--- config.mk ---
export PLATFORM = sky130hd
export DESIGN_NAME = multi_port_ram_init
export DESIGN_NICKNAME = d
export VERILOG_FILES = /design/src/rtl/ram_pkg.sv /design/src/rtl/ram_init_seq.sv /design/src/rtl/multi_port_ram_init.sv
export SDC_FILE = /design/constraint.sdc
export NUM_CORES = 1
export LEC_CHECK = 0
export BUFFER_PORTS_ARGS = -buffer_cell sky130_fd_sc_hd__buf_2
export CORE_MARGIN = 3
export CORE_UTILIZATION = 30
export DETAILED_ROUTE_END_ITERATION = 10
export PLACE_DENSITY = 0.55
export SYNTH_ARGS = -nofsm -noshare
export SYNTH_HDL_FRONTEND = slang
export SYNTH_SLANG_ARGS = --single-unit
--- constraint.sdc ---
create_clock -name clk -period 3.2 [get_ports clk]
set_input_delay 0.48 -clock clk [delete_from_list [all_inputs] [get_ports clk]]
set_output_delay 0.48 -clock clk [all_outputs]
set_load 0.02 [all_outputs]
--- src/rtl/ram_pkg.sv ---
// ram_pkg: shared types and helpers for the multi_port_ram_init block.
//   ram_state_t   - clear-sequencer FSM state
//   RD_FIRST /
//   WR_FIRST_MODE - values for the WR_FIRST parameter
//   depth_f       - number of words for a given address width
package ram_pkg;

    typedef enum logic {S_INIT, S_RUN} ram_state_t;

    localparam int unsigned RD_FIRST      = 0;
    localparam int unsigned WR_FIRST_MODE = 1;

    function automatic int unsigned depth_f(input int unsigned a_width);
        return 32'd1 << a_width;
    endfunction

endpackage

--- src/rtl/ram_init_seq.sv ---
// ram_init_seq: clear sequencer for multi_port_ram_init.
// After reset it walks every address once, asking the RAM to write zero,
// then parks in S_RUN.
// Ports:
//   i_clk        - clock
//   i_reset      - synchronous active-high reset, restarts the clear
//   o_init_we    - write zero to o_init_add this cycle
//   o_init_add   - address being cleared
//   o_init_busy  - high while clearing (and during any reset cycle)
module ram_init_seq
    import ram_pkg::*;
#(
    parameter int unsigned A_WIDTH = 3
) (
    input  logic               i_clk,
    input  logic               i_reset,
    output logic               o_init_we,
    output logic [A_WIDTH-1:0] o_init_add,
    output logic               o_init_busy
);

    // One extra counter bit keeps the terminal compare from wrapping.
    localparam logic [A_WIDTH:0] LAST = (A_WIDTH + 1)'(depth_f(A_WIDTH) - 1);

    ram_state_t       r_state;
    ram_state_t       w_state_next;
    logic [A_WIDTH:0] r_cnt;
    logic [A_WIDTH:0] w_cnt_next;

    always_ff @(posedge i_clk) begin
        if (i_reset) begin
            r_state <= S_INIT;
            r_cnt   <= '0;
        end else begin
            r_state <= w_state_next;
            r_cnt   <= w_cnt_next;
        end
    end

    always_comb begin
        w_state_next = r_state;
        w_cnt_next   = r_cnt;
        o_init_we    = 1'b0;
        case (r_state)
            S_INIT: begin
                o_init_we  = ~i_reset;
                w_cnt_next = r_cnt + 1'b1;
                if (r_cnt == LAST) begin
                    w_state_next = S_RUN;
                end
            end
            default: begin
                w_state_next = S_RUN;
            end
        endcase
    end

    assign o_init_add  = r_cnt[A_WIDTH-1:0];
    assign o_init_busy = i_reset | (r_state == S_INIT);

endmodule

--- src/rtl/multi_port_ram_init.sv ---
// multi_port_ram_init: register-file RAM, one write port and N_RD read ports.
// Each read port is asynchronous or registered (SYNC_MASK bit), registered
// ports follow the WR_FIRST read-during-write policy. A clear sequencer
// zeroes every word after reset; outputs read 0 while it runs.
// Optional feature: define RAM_BYTE_WE_EN to add per-byte write enables (be).
// Ports:
//   clk       - clock
//   reset     - synchronous active-high reset, starts the clear
//   we        - write enable (ignored while init_busy)
//   be        - byte enables, RAM_BYTE_WE_EN builds only
//   w_add     - write address
//   w_data    - write data
//   r_add     - packed read addresses, port i at [i*A_WIDTH +: A_WIDTH]
//   r_data    - packed read data, port i at [i*D_WIDTH +: D_WIDTH]
//   init_busy - high while the clear sequence runs
module multi_port_ram_init
    import ram_pkg::*;
#(
    parameter int unsigned     A_WIDTH   = 3,
    parameter int unsigned     D_WIDTH   = 8,
    parameter int unsigned     N_RD      = 2,
    parameter logic [N_RD-1:0] SYNC_MASK = 2'b10,
    parameter int unsigned     WR_FIRST  = RD_FIRST
) (
    input  logic                      clk,
    input  logic                      reset,
    input  logic                      we,
`ifdef RAM_BYTE_WE_EN
    input  logic [D_WIDTH/8-1:0]      be,
`endif
    input  logic [A_WIDTH-1:0]        w_add,
    input  logic [D_WIDTH-1:0]        w_data,
    input  logic [N_RD*A_WIDTH-1:0]   r_add,
    output logic [N_RD*D_WIDTH-1:0]   r_data,
    output logic                      init_busy
);

    localparam int unsigned DEPTH = depth_f(A_WIDTH);

    if (N_RD < 1 || N_RD > 8) begin : g_bad_nrd
        $error("N_RD must be in 1..8");
    end
`ifdef RAM_BYTE_WE_EN
    if (D_WIDTH % 8 != 0) begin : g_bad_dw
        $error("D_WIDTH must be a multiple of 8 when byte enables are used");
    end
`endif

    logic               w_init_we;
    logic [A_WIDTH-1:0] w_init_add;
    logic               w_busy;
    logic               w_user_we;
    logic [D_WIDTH-1:0] w_wr_word;
    logic [D_WIDTH-1:0] r_mem [DEPTH];

    ram_init_seq #(
        .A_WIDTH (A_WIDTH)
    ) u_init_seq (
        .i_clk       (clk),
        .i_reset     (reset),
        .o_init_we   (w_init_we),
        .o_init_add  (w_init_add),
        .o_init_busy (w_busy)
    );

    assign init_busy = w_busy;
    assign w_user_we = we & ~w_busy;

    // Word as it will be stored; also the write-first forward value.
    always_comb begin
        w_wr_word = w_data;
`ifdef RAM_BYTE_WE_EN
        for (int k = 0; k < int'(D_WIDTH / 8); k++) begin
            if (!be[k]) begin
                w_wr_word[8*k +: 8] = r_mem[w_add][8*k +: 8];
            end
        end
`endif
    end

    always_ff @(posedge clk) begin
        if (w_init_we) begin
            r_mem[w_init_add] <= '0;
        end else if (w_user_we) begin
            r_mem[w_add] <= w_wr_word;
        end
    end

    for (genvar i = 0; i < int'(N_RD); i++) begin : g_rd
        logic [A_WIDTH-1:0] w_ra;
        assign w_ra = r_add[i*A_WIDTH +: A_WIDTH];

        if (SYNC_MASK[i]) begin : g_sync
            logic [D_WIDTH-1:0] r_rd;
            // Non-blocking array write means r_mem here is still the old word.
            always_ff @(posedge clk) begin
                if (reset || w_busy) begin
                    r_rd <= '0;
                end else if (WR_FIRST == WR_FIRST_MODE && w_user_we && w_add == w_ra) begin
                    r_rd <= w_wr_word;
                end else begin
                    r_rd <= r_mem[w_ra];
                end
            end
            assign r_data[i*D_WIDTH +: D_WIDTH] = w_busy ? '0 : r_rd;
        end else begin : g_async
            assign r_data[i*D_WIDTH +: D_WIDTH] = w_busy ? '0 : r_mem[w_ra];
        end
    end

endmodule

# Yosys cells after proc, flatten, opt, wreduce, memory -nomap -nowiden
# Memories as Yosys holds them, arrays and structs flattened. A register that Yosys moved wholly into a read port is not among the register bits.
# Index checks and enable logic that the tools add are counted.
[classes]
addsub = 1
muxes = 13
eq_ne = 1
reduce_logical = 2
n_bitwise = 5
[ops]
columns = ["cell", "count"]
rows = [
  ["$mux W8", 3],
  ["$mux W1", 9],
  ["$reduce_or A8 Y1", 1],
  ["$add A4 B1 Y4 const B", 1],
  ["$eq A4 B3 Y1 const B", 1],
  ["$mux W3", 1],
  ["$not A1 Y1", 3],
  ["$and A1 B1 Y1", 1],
  ["$logic_or A1 B1 Y1", 1],
  ["$or A1 B1 Y1", 1],
]
[totals]
wordCells = 25
reg_bits = 5
inputBits = 20
mem_count = 1
output_inout_bits = 17
ram_bits = 64
[memory_table]
columns = ["name", "depth", "width", "rd", "rd_ports_with_merged_regs", "wr", "line", "rtl"]
rows = [
  ["r_mem", 8, 8, 2, 1, 1, "multi_port_ram_init.sv:54", "logic [D_WIDTH-1:0] r_mem [DEPTH];"],
]

# Longest topological paths before layout
[logic_depth]
depth_word = 9
depth_mapped = 5
depth_no_buf = 4

# Hierarchy
# From an unflattened synthesis, not the netlist that was laid out.
[hier_totals]
cells_unflattened = 248
area_unflattened_um2 = 3714.8
[modules_own_cells]
columns = ["mod", "seq_area_each_um2", "n_inst", "cells_each", "area_each_um2"]
rows = [
  ["multi_port_ram_init", 2082.0, 1, 223, 3460.8],
  ["ram_init_seq", 100.1, 1, 25, 254.0],
]

# Worst setup path after synthesis
# Ideal clock, no wire load.
[synth_path]
path_kind = "input -> register"
from = "in reset"
to = "mem r_mem[6][0], enable pin"
arrival_time_ps = 1472
setup_slack_ps = 1354
required_time_ps = 2827
cell_stages = 4
setup_time_ps = 373
n_path_buf = 1
cell_sequence = "buf_2 nand3b_4 mux2i_1 nor2b_1"
[synth_between]
elab_chain_len = 8
elab_cells_between_ends = 13
classes_between = "mux: 8; bitwise: 4; reduce/logical: 1"
[synth_rtl]
columns = ["element", "line", "rtl"]
rows = [
  ["start: declaration", "multi_port_ram_init.sv:26", "input logic reset,"],
  ["$or A1 B1 Y1", "ram_init_seq.sv:59", "assign o_init_busy = i_reset | (r_state == S_INIT);"],
  ["$not A1 Y1", "multi_port_ram_init.sv:67", "assign w_user_we = we & ~w_busy;"],
  ["$and A1 B1 Y1", "multi_port_ram_init.sv:67", ""],
  ["$mux W1", "multi_port_ram_init.sv:84", "end else if (w_user_we) begin"],
  ["$mux W1", "multi_port_ram_init.sv:82", "if (w_init_we) begin"],
  ["$mux W1 (not written as such)", "multi_port_ram_init.sv:85", "r_mem[w_add] <= w_wr_word;"],
  ["$reduce_or A8 Y1 (no source line)", "--", ""],
  ["$mux W3 (no source line) or $mux W1 (tied branches)", "--", ""],
  ["end: declaration", "multi_port_ram_init.sv:54", ""],
]
# Parallel ways exist; a longest one is shown, timed or not.

# Worst setup path in the final report
[layout_path]
from = "reg u_init_seq.r_state"
to = "out r_data[2]"
[layout_between]
elab_chain_len = 3
[layout_rtl]
columns = ["element", "line", "rtl"]
rows = [
  ["start: declaration", "ram_init_seq.sv:25", "ram_state_t r_state;"],
  ["start signal: assignment", "ram_init_seq.sv:35", "r_state <= w_state_next;"],
  ["$not A1 Y1", "ram_init_seq.sv:59", ""],
  ["$or A1 B1 Y1", "ram_init_seq.sv:59", ""],
  ["$mux W8", "multi_port_ram_init.sv:107", "assign r_data[i*D_WIDTH +: D_WIDTH] = w_busy ? '0 : r_mem[w_ra];"],
  ["end: declaration", "multi_port_ram_init.sv:34", "output logic [N_RD*D_WIDTH-1:0] r_data,"],
]
# Every way passes these cells.

==> results_dict.tcl <==
set metrics [dict create \
    status "completed" \
    rows 40 \
    grt-ovfl-total 0 \
    drc 0 \
    vias 2383 \
    cp.arrival_ns 2.06 \
    drv_slew 0 \
    fin_util 0.362 \
    dr.pass1.iters 5 \
    max_freq_mhz 394 \
    ys_ff_latch 77 \
    tightestPinTransition_ns 1.01 \
    io_buffer_count 36 \
    topRoutingLayerUsed "met4" \
    leakage_nw 1.90 \
    fin_nets 337 \
    path_class "reg2out" \
    cpMaxStageDelayCell "nor2b_4" \
    p_int_mw 1.89 \
    hold-worst-slack_ns 0.449 \
    rsz0062_at_grt "no" \
    grt_antenna_before_repair 0 \
    pwr-share-clk 0.459 \
    syn-cell-area_um2 3770 \
    grt_start_max_net_pins 34 \
    cts_inserted_buffers 9 \
    ios 37 \
    path_cells "nor2b_4, and3_1, buf_2" \
    dr_wl_met2_um 4020 \
    cts_htree_levels 3 \
    syn_inst 276 \
    relSlewSlack 0.323 \
    cp.required_ns 2.72 \
    dp.final_hpwl_um 5990 \
    gr-usage-all-layers 0.136 \
    pwr-share-seq 0.467 \
    die_y_um 118 \
    area_delta_synth_final_pct 16.8 \
    cpPeakStageDelay_ns 0.66 \
    clk_pin_slew_worst_paths_ns 0.05 \
    p_sw_mw 0.490 \
    postCtsHoldBufs 0 \
    synth-seq-area-share 0.579 \
    die_x_um 118 \
    hold_viol 0 \
    postCtsSetupRepairBufs 0 \
    dr_wl_met3_um 556 \
    ir_drop_mv 0.218 \
    drive_gt1_frac 0.206 \
    clk_latency_ns 0.34 \
    hold_path_class "in2reg" \
    die-area_um2 13900 \
    min_period_ns 2.54 \
    worstPathMaxFanout 33 \
    clockBufferDepth 2 \
    setup.worst_path.start_class "flip-flop" \
    finalSetupViolations 0 \
    clock-root-buffer "clkbuf_16" \
    grt_pass1_wl_um 14400 \
    pwr_density_cell_nw_per_um2 540 \
    yosysWarnings 0 \
    fin_skew_ns 0.00551 \
    first_iter_violations 152 \
    gp_congestion 0.768 \
    start_util 0.310 \
    p_sw_frac 0.206 \
    core_area_um2 12200 \
    dpl-instance-area_um2 4080 \
    cts_resized 0 \
    cts_num_sinks 77 \
    drt_wl_total_um 9170 \
    wl_per_cell_um 18.7 \
    cts_tree "yes" \
    finalSetupTns_ns 0 \
    viasPerCell 4.87 \
    wirelength_met1_um 4450 \
    p_comb_frac 0.074 \
    stdcell_area_um2 4400 \
    ys_types 29 \
    max-cap-violations 0 \
    antenna_left 0 \
    syn_area_per_cell_um2 13.7 \
    n_antenna_cell 0 \
    first_global_vias 2482 \
    syn-num-nets 297 \
    critPathCaptureType "primary output" \
    timing.final.crit_share 0.793 \
]
## metrics by stage
stage | power (mW) | instances | setup slack [ns]
CTS | 2.40 | 489 | 0.641
detailed placement | 1.31 | 473 | 0.854
finish | 2.38 | 489 | 0.664
floorplan | 1.26 | 276 | 1.35
global placement | 1.31 | 473 | 0.851
global route | 2.47 | 489 | 0.518
## metal layers
layer  up-vias  GRT usage
met5         -          0
met1      1163      0.191
met2        86      0.199
met4         0     0.0469
li1       1123          -
met3        11     0.0404
## Yosys cell counts, drive strengths merged
master / n / area share
and2: 10 / 0.017
ha: 1 / 0.0033
xnor2: 2 / 0.0046
nand2: 3 / 0.0030
nor2: 14 / 0.014
nor2b: 12 / 0.022
nand4b: 1 / 0.0023
a22oi: 32 / 0.064
and3: 24 / 0.040
dfxtp: 13 / 0.069
a21o: 2 / 0.0040
edfxtp: 64 / 0.51
mux2i: 69 / 0.18
buf: 15 / 0.042
nand3: 1 / 0.0013
a21oi: 1 / 0.0013
nand2b: 1 / 0.0017
clkbuf: 5 / 0.0053
or2: 1 / 0.0017
nand3b: 2 / 0.0073
a31oi: 1 / 0.0017
inv: 2 / 0.0020
## area by class of cell
cell class | instances | area (µm²)
fillers | 1175 | 7760
flip-flops and latches | 77 | 2180
multi-input cells | 177 | 1400
repair buffers | 49 | 278
clock buffers | 11 | 253
well taps | 168 | 210
clock inverters | 5 | 72.6
inverters | 2 | 7.51
## registers in the layout (all words and copies together), names as in the netlist
| register | count |
|---|---|
| g_rd.g_sync.r_rd | 8 |
| u_init_seq.r_state | 1 |
| r_mem | 64 |
| u_init_seq.r_cnt | 4 |
## path summary, 6_finish.rpt
path	start	endpoint	slack [ns]	cells past startpoint
worst max-delay path	u_init_seq.r_state	r_data[2]	0.66	3
worst min-delay path	reset	u_init_seq.r_cnt[2]	0.45	2
worst max register to register	u_init_seq.r_state	r_mem[7][0]	1.36	2
worst min register to register	u_init_seq.r_cnt[0]	u_init_seq.r_cnt[0]	0.53	2
## power groups by stage
stage | Combinational [mW] | Clock [mW] | Sequential (mW)
2_1_floorplan | 0.130 | 0 | 1.13
3_3_place_gp | 0.174 | 0 | 1.13
3_5_place_dp | 0.176 | 0 | 1.13
4_1_cts | 0.176 | 1.11 | 1.11
5_1_grt | 0.192 | 1.16 | 1.11
6_report | 0.176 | 1.09 | 1.11
## logic make-up (layout without fill, tap and decap cells)
logic type	Yosys count	count (layout)	share of synthesized area
AO/OA/AOI/OAI	36	36	0.0707
XOR/XNOR	2	2	0.00465
adder cells (fa/ha/maj)	1	1	0.00332
buffers and inverters	22	67	0.0498
flip-flops	77	77	0.579
multiplexers	69	69	0.183
AND/OR/NAND/NOR	69	69	0.110
## cell usage in the layout (no fill, tap or decap), drive strengths merged
cell,Yosys,layout
mux2i,69,69
edfxtp,64,64
buf,15,49
a22oi,32,32
and3,24,24
nor2,14,14
dfxtp,13,13
nor2b,12,12
clkbuf,5,11
and2,10,10
nand2,3,3
clkinv,0,3
inv,2,2
a21o,2,2
xnor2,2,2
bufinv,0,2
nand3b,2,2
nand2b,1,1
nand3,1,1
or2,1,1
a21oi,1,1
a31oi,1,1
nand4b,1,1
ha,1,1
## worst max-delay path, delay by kind of cell, from the launching register on
| kind | cells | cell delay (ns) |
|---|---|---|
| AND/OR/NAND/NOR | 2 | 0.97 |
| buffers and inverters | 1 | 0.18 |
| flip-flops | 1 | 0.56 |
(Power assumes the default switching activity.)
